`src/rtl/ram_bank_clr.sv`:
```
// Word-addressed register bank with a one-word-per-cycle bulk-clear sweep,
// a busy flag for the sweep and a sticky flag for loads that were discarded.
module ram_bank_clr #(
  parameter int WIDTH  = 16,
  parameter int ADDR_W = 3
) (
  input  logic              clk,
  input  logic              reset,
  input  logic [WIDTH-1:0]  in,
  input  logic              load,
  input  logic [ADDR_W-1:0] address,
  input  logic              clear,
  output logic [WIDTH-1:0]  out,
  output logic              busy,
  output logic              drop_err
);

  localparam int DEPTH = 1 << ADDR_W;
  localparam logic [ADDR_W-1:0] LAST_IDX = ADDR_W'(DEPTH - 1);

  localparam logic [0:0] IDLE  = 1'b0;
  localparam logic [0:0] CLEAR = 1'b1;

  logic [0:0]        state_q, state_d;
  logic [ADDR_W-1:0] idx_q, idx_d;
  logic              err_q, err_d;
  logic [WIDTH-1:0]  mem_q [DEPTH];

  logic              wrEn;
  logic [ADDR_W-1:0] wrAddr;
  logic [WIDTH-1:0]  wrData;

  // A clear request always beats a same-cycle load; the load is reported as dropped.
  always_comb begin
    state_d = state_q;
    idx_d   = idx_q;
    err_d   = err_q;
    wrEn    = 1'b0;
    wrAddr  = address;
    wrData  = in;
    case (state_q)
      IDLE: begin
        if (clear) begin
          state_d = CLEAR;
          idx_d   = '0;
          if (load) err_d = 1'b1;
        end else if (load) begin
          wrEn = 1'b1;
        end
      end
      default: begin
        wrEn   = 1'b1;
        wrAddr = idx_q;
        wrData = '0;
        idx_d  = idx_q + 1'b1;
        if (idx_q == LAST_IDX) state_d = IDLE;
        if (load) err_d = 1'b1;
      end
    endcase
  end

  always_ff @(posedge clk) begin
    if (reset) begin
      state_q <= CLEAR;
      idx_q   <= '0;
      err_q   <= 1'b0;
    end else begin
      state_q <= state_d;
      idx_q   <= idx_d;
      err_q   <= err_d;
    end
  end

  // Storage has no reset of its own; the sweep that follows reset zeroes it.
  always_ff @(posedge clk) begin
    if (!reset && wrEn) mem_q[wrAddr] <= wrData;
  end

  assign out      = mem_q[address];
  assign busy     = (state_q == CLEAR);
  assign drop_err = err_q;

endmodule

```
`config.mk`:
```
export PLATFORM = sky130hd
export DESIGN_NAME = ram_bank_clr
export DESIGN_NICKNAME = d
export VERILOG_FILES = /design/src/rtl/ram_bank_clr.sv
export SDC_FILE = /design/constraint.sdc
export NUM_CORES = 1
export LEC_CHECK = 0
export CORE_MARGIN = 1
export CORE_UTILIZATION = 45
export CTS_CLUSTER_DIAMETER = 60
export CTS_CLUSTER_SIZE = 16
export DETAILED_ROUTE_END_ITERATION = 8
export HOLD_SLACK_MARGIN = 0.08
export PLACE_DENSITY = 0.63
export SYNTH_ARGS = -nofsm -noshare
export SYNTH_HDL_FRONTEND = slang
export SYNTH_SLANG_ARGS = --single-unit
```
`constraint.sdc`:
```
create_clock -name clk -period 3.8 [get_ports clk]
set_input_delay 0.76 -clock clk [delete_from_list [all_inputs] [get_ports clk]]
set_output_delay 0.76 -clock clk [all_outputs]
set_load 0.01 [all_outputs]
```
==> results of run 1 <==
==> sequential cells by signal, indices dropped and copies added, names as in the netlist <==
name and flops:
idx_q 3, mem_q 128, busy 1, drop_err 1
==> routing by layer <==
metal | routed length, um | global-route usage (%) | vias to the layer above
li1 | - | - | 1167
met1 | 4250 | 23.3 | 1334
met2 | 4930 | 27.1 | 63
met3 | 436 | 5.30 | 9
met4 | 99 | 6.40 | 0
met5 | 0 | 0 | -
==> final timing paths <==
check | slack [ns] | start | depth (start not counted) | to
worst max-delay path | 0.42 | address[2] | 5 | out[5]
worst min-delay path | 0.45 | drop_err | 2 | drop_err
worst max register to register | 1.31 | busy | 4 | mem_q[0][13]
worst min register to register | 0.45 | drop_err | 2 | drop_err
==> logic make-up (layout without fill, tap and decap cells) <==
family / after synthesis / in the layout
compound gates: 14 / 14
fa+ha+maj: 2 / 2
buf+inv: 15 / 90
flops: 133 / 133
mux: 48 / 48
simple gates: 35 / 35
==> metrics by stage <==
stage	hold slack, ns	setup WS, ns
after floorplan	0.470	0.462
after global placement	0.437	0.399
after detailed placement	0.442	0.407
after CTS	0.456	0.405
after global routing	0.484	0.365
final	0.452	0.420
==> power groups by stage <==
stage	clock network (mW)	logic (mW)	registers (mW)
floorplan	0	0.123	1.67
global placement	0	0.225	1.67
detailed placement	0	0.225	1.67
CTS	1.66	0.227	1.64
global route	1.73	0.238	1.64
finish	1.63	0.222	1.64
==> cell type report <==
type                       instances  area share [%]
clock inverter                    11            2.39
tap                              143            2.70
timing repair buffer              58            8.56
clock buffer                      20            6.58
sequential                       133            59.4
inverter                           1          0.0566
multi-input combinational         99            20.3
==> critical path, cell delays in order <==
cell             delay, ns
clkdlybuf4s50_1       0.51
buf_12                0.24
mux4_2                0.35
mux2_2                0.27
clkdlybuf4s50_1       0.48
==> cell usage in the layout (no fill, tap or decap), drive strengths merged <==
cell type,netlist,routed
a21o,1,1
a21oi,4,4
a221oi,8,8
buf,6,19
bufinv,0,4
clkbuf,8,20
clkdlybuf4s50,0,39
clkinv,0,6
clkinvlp,0,1
dfxtp,5,5
edfxtp,128,128
ha,2,2
inv,1,1
mux2,16,16
mux4,32,32
nand2,4,4
nand2b,1,1
nand3,1,1
nand3b,3,3
nand4bb,1,1
nor2b,16,16
o21ai,1,1
or2,1,1
or3,1,1
or3b,6,6
or4b,1,1
==> results.yml, run 1 <==
outcome:
  outcome: "finished, final reports clean"
layout:
  multi_input_area_mm2: 0.00135
  fin_cells: 465
  layout.nets: 335
  n_antenna_cell: 0
  drive_above_1_share_pct: 31.4
  final_area_mm2: 0.00664
  fillers: 820
  final_util_pct: 57.9
  regArea_mm2: 0.00394
  areaGrowthSynthToFinish_pct: 24.6
synthesis:
  synth_xor_area_share_pct: 0
  synthSimpleGateAreaFrac_pct: 4.49
  netlist_top_cells_area: "edfxtp_1, mux4_2, mux4_1, mux2_2, dfxtp_1"
  avgSynthCellArea_um2: 21.6
  synth_top_flop_cell: "edfxtp_1"
  synth_seq_cells: 133
  synthCells: 247
  synth_edf_count: 128
  ys_seq_area_share_pct: 74.1
  synth_top_area_cell: "edfxtp_1"
  syn_area_mm2: 0.00533
  synth_top_area_share_pct: 72.2
  synth_compound_area_share_pct: 1.93
  synth_top_family_by_area: "multiplexers"
  syn_nets: 272
  post-synth-top-count-cell: "edfxtp_1"
  ys_types: 27
  postSynth.asyncResetShare_pct: 0
  synth_common_cells: "edfxtp_1, mux4_2, mux2_2, nor2b_1"
  yosysWarnings: 0
  synthMuxAreaShare_pct: 17.5
  synth_fa_ha_area_share_pct: 0.470
sta:
  slew_headroom_pct: 53.2
  setup_tns_ns: 0
  period_minus_slack_ns: 3.38
  fin_crit_sh_pct: 88.9
  final-setup-viol-count: 0
  slew_viol_final: 0
  finClkSkew_ns: 0.00576
  worst_pin_slew_ns: 0.702
  rsz0062_at_grt: "no"
  fmax_mhz: 296
  hold_viol: 0
power:
  total_power_mw: 3.49
  p_comb_share_pct: 6.3
  clockPowerShare_pct: 46.7
  p_switching_mw: 0.652
  ir_drop_mv: 0.336
  seqPwrFrac_pct: 47.0
  netSwitchingFraction_pct: 18.7
  p_per_area_mw_per_mm2: 526
  leakagePower_nw: 2.20
  intPower_mw: 2.84
route:
  wire_per_inst_um: 20.9
  wl_mm: 9.71
  viasPerCell: 5.53
  via_count: 2573
  first_pass_iters: 4
  ant_nets: 0
  route.detailed.drc: 0
  drt_iter0_drc: 130
placed_design:
  dpl.hpwl_mm: 5.82
  io_buffers: 40
  dpl_cell_area_mm2: 0.00604
  gp_congestion: 0.718
  placed_cells: 434
grt:
  grt_pass1_vias: 2727
  grt.total_usage_pct: 17.4
  grt_max_degree: 37
  gr-total-overflow: 0
  grt_pass1_wl_mm: 15.4
  grt_antenna_before_repair: 0
critical_path:
  required_ns: 3.04
  crit_type: "in -> out"
  worstPathArrival_ns: 2.62
  worst_setup_path_start_kind: "input pin"
  critPathCaptureType: "output port"
  path_max_fanout: 36
die:
  die_x_um: 111
  die-area_mm2: 0.0123
  initial_core_util_pct: 46.4
  core_mm2: 0.0115
  die_h_um: 111
  fp-row-count: 39
  ios: 41
hold_path:
  hold_path.class: "reg -> reg"
cts:
  clkSinkCount: 133
  max-clock-path-buffers: 2
  holdBufCountCts: 0
  cts_max_level: 4
  clock_latency_ns: 0.40
  post_cts_buffers: 0
  clkTransAtPathRegs_ns: 0.05
  cts_buffers: 17
  ctsResizeCount: 0
  clockRootBuffer: "clkbuf_16"
  tritoncts: "yes"
job:
  maxCapViolations: 0
No activity file was read; power rests on OpenSTA's default activity.
==> run 2, diff against run 1 <==
CORE_ASPECT_RATIO = 0.9   (was default)
==> results.yml, run 2 (synthesis results as in run 1) <==
outcome:
  outcome: "finished, final reports clean"
grt:
  gr-total-overflow: 0
  grt_pass1_vias: 2706
  grt_antenna_before_repair: 0
  grt.total_usage_pct: 17.5
  grt_pass1_wl_mm: 15.0
  grt_max_degree: 37
layout:
  final_cell_mix: "edfxtp_1, clkdlybuf4s50_1, mux4_2"
  layout.nets: 334
  areaGrowthSynthToFinish_pct: 24.5
  final_area_mm2: 0.00663
  regMostFlops: "mem_q"
  largest_reg_flops: 128
  final_common_cell: "edfxtp_1"
  drive_above_1_share_pct: 32.0
  top_regs: "mem_q x128, idx_q x3"
  n_antenna_cell: 0
die:
  die_x_um: 117
  ios: 41
  fp-row-count: 37
  die_h_um: 105
  die-area_mm2: 0.0123
  core_mm2: 0.0115
  initial_core_util_pct: 46.4
route:
  ant_nets: 0
  route.detailed.drc: 0
  wl_mm: 9.51
  viasPerCell: 5.36
  via_count: 2561
  wire_per_inst_um: 19.9
  drt_iter0_drc: 204
  first_pass_iters: 4
cts:
  clock_latency_ns: 0.40
  tritoncts: "yes"
  clockRootBuffer: "clkbuf_16"
  cts_buffers: 17
  clkSinkCount: 133
  max-clock-path-buffers: 2
  ctsResizeCount: 0
  post_cts_buffers: 0
  cts_max_level: 4
  holdBufCountCts: 0
  clkTransAtPathRegs_ns: 0.05
sta:
  rsz0062_at_grt: "no"
  finClkSkew_ns: 0.00682
  hold_viol: 0
  fin_crit_sh_pct: 89.4
  period_minus_slack_ns: 3.40
  final-setup-viol-count: 0
  setup_tns_ns: 0
  slew_headroom_pct: 58.7
  slew_viol_final: 0
  fmax_mhz: 294
  worst_pin_slew_ns: 0.617
power:
  leakagePower_nw: 2.18
  ir_drop_mv: 0.225
  p_per_area_mw_per_mm2: 521
placed_design:
  dpl.hpwl_mm: 5.63
  io_buffers: 40
  dpl_cell_area_mm2: 0.00604
  gp_congestion: 0.739
hold_path:
  hold_path.class: "reg -> reg"
critical_path:
  required_ns: 3.04
  crit_type: "in -> out"
  worst_setup_path_start_kind: "input pin"
  worstPathArrival_ns: 2.64
  path_max_fanout: 36
  critPathCaptureType: "output port"
job:
  maxCapViolations: 0
-- run 2: where the power goes --
group	total (mW)	switching (mW)	internal, mW
Clock	1.59	0.563	1.03
Combinational	0.219	0.0958	0.123
Sequential	1.64	0.0107	1.63
Total	3.45	0.669	2.78
-- run 2: final timing paths --
check	from	to	slack [ns]	depth (start not counted)
setup / recovery	address[2]	out[9]	0.40	5
hold / removal	drop_err	drop_err	0.45	2
setup reg to reg	busy	mem_q[0][5]	1.53	4
hold reg to reg	drop_err	drop_err	0.45	2
-- run 2: layer usage --
metal | GRT usage, % | vias to the layer above | part of all wire, %
met2 | 27.4 | 66 | 51
met5 | 0 | - | 0
met3 | 4.52 | 9 | 4.5
met4 | 6.42 | 0 | 0.83
met1 | 23.5 | 1319 | 44
li1 | - | 1167 | -
-- run 2: critical path: stages --
cell             delay, ns
clkdlybuf4s50_1       0.51
buf_12                0.24
mux4_1                0.34
mux2_2                0.30
clkdlybuf4s50_1       0.48
-- run 2: layout make-up --
| class | instances | area [um2] |
|---|---|---|
| Timing Repair Buffer | 57 | 548 |
| Sequential cell | 133 | 3940 |
| Inverter | 1 | 3.75 |
| Clock inverter | 13 | 158 |
| Tap cell | 156 | 195 |
| Fill cell | 909 | 4850 |
| Multi-Input combinational cell | 99 | 1350 |
| Clock buffer | 19 | 433 |
-- run 2: per-stage QoR --
stage	instances	hold slack (ns)	setup WS, ns	utilization, %	total power [mW]
2_1_floorplan	247	0.470	0.462	-	1.79
3_3_place_gp	446	0.437	0.396	52.6	1.89
3_5_place_dp	446	0.437	0.384	52.6	1.89
4_1_cts	478	0.454	0.371	57.7	3.48
5_1_grt	478	0.498	0.337	57.7	3.56
6_report	478	0.450	0.402	57.7	3.45
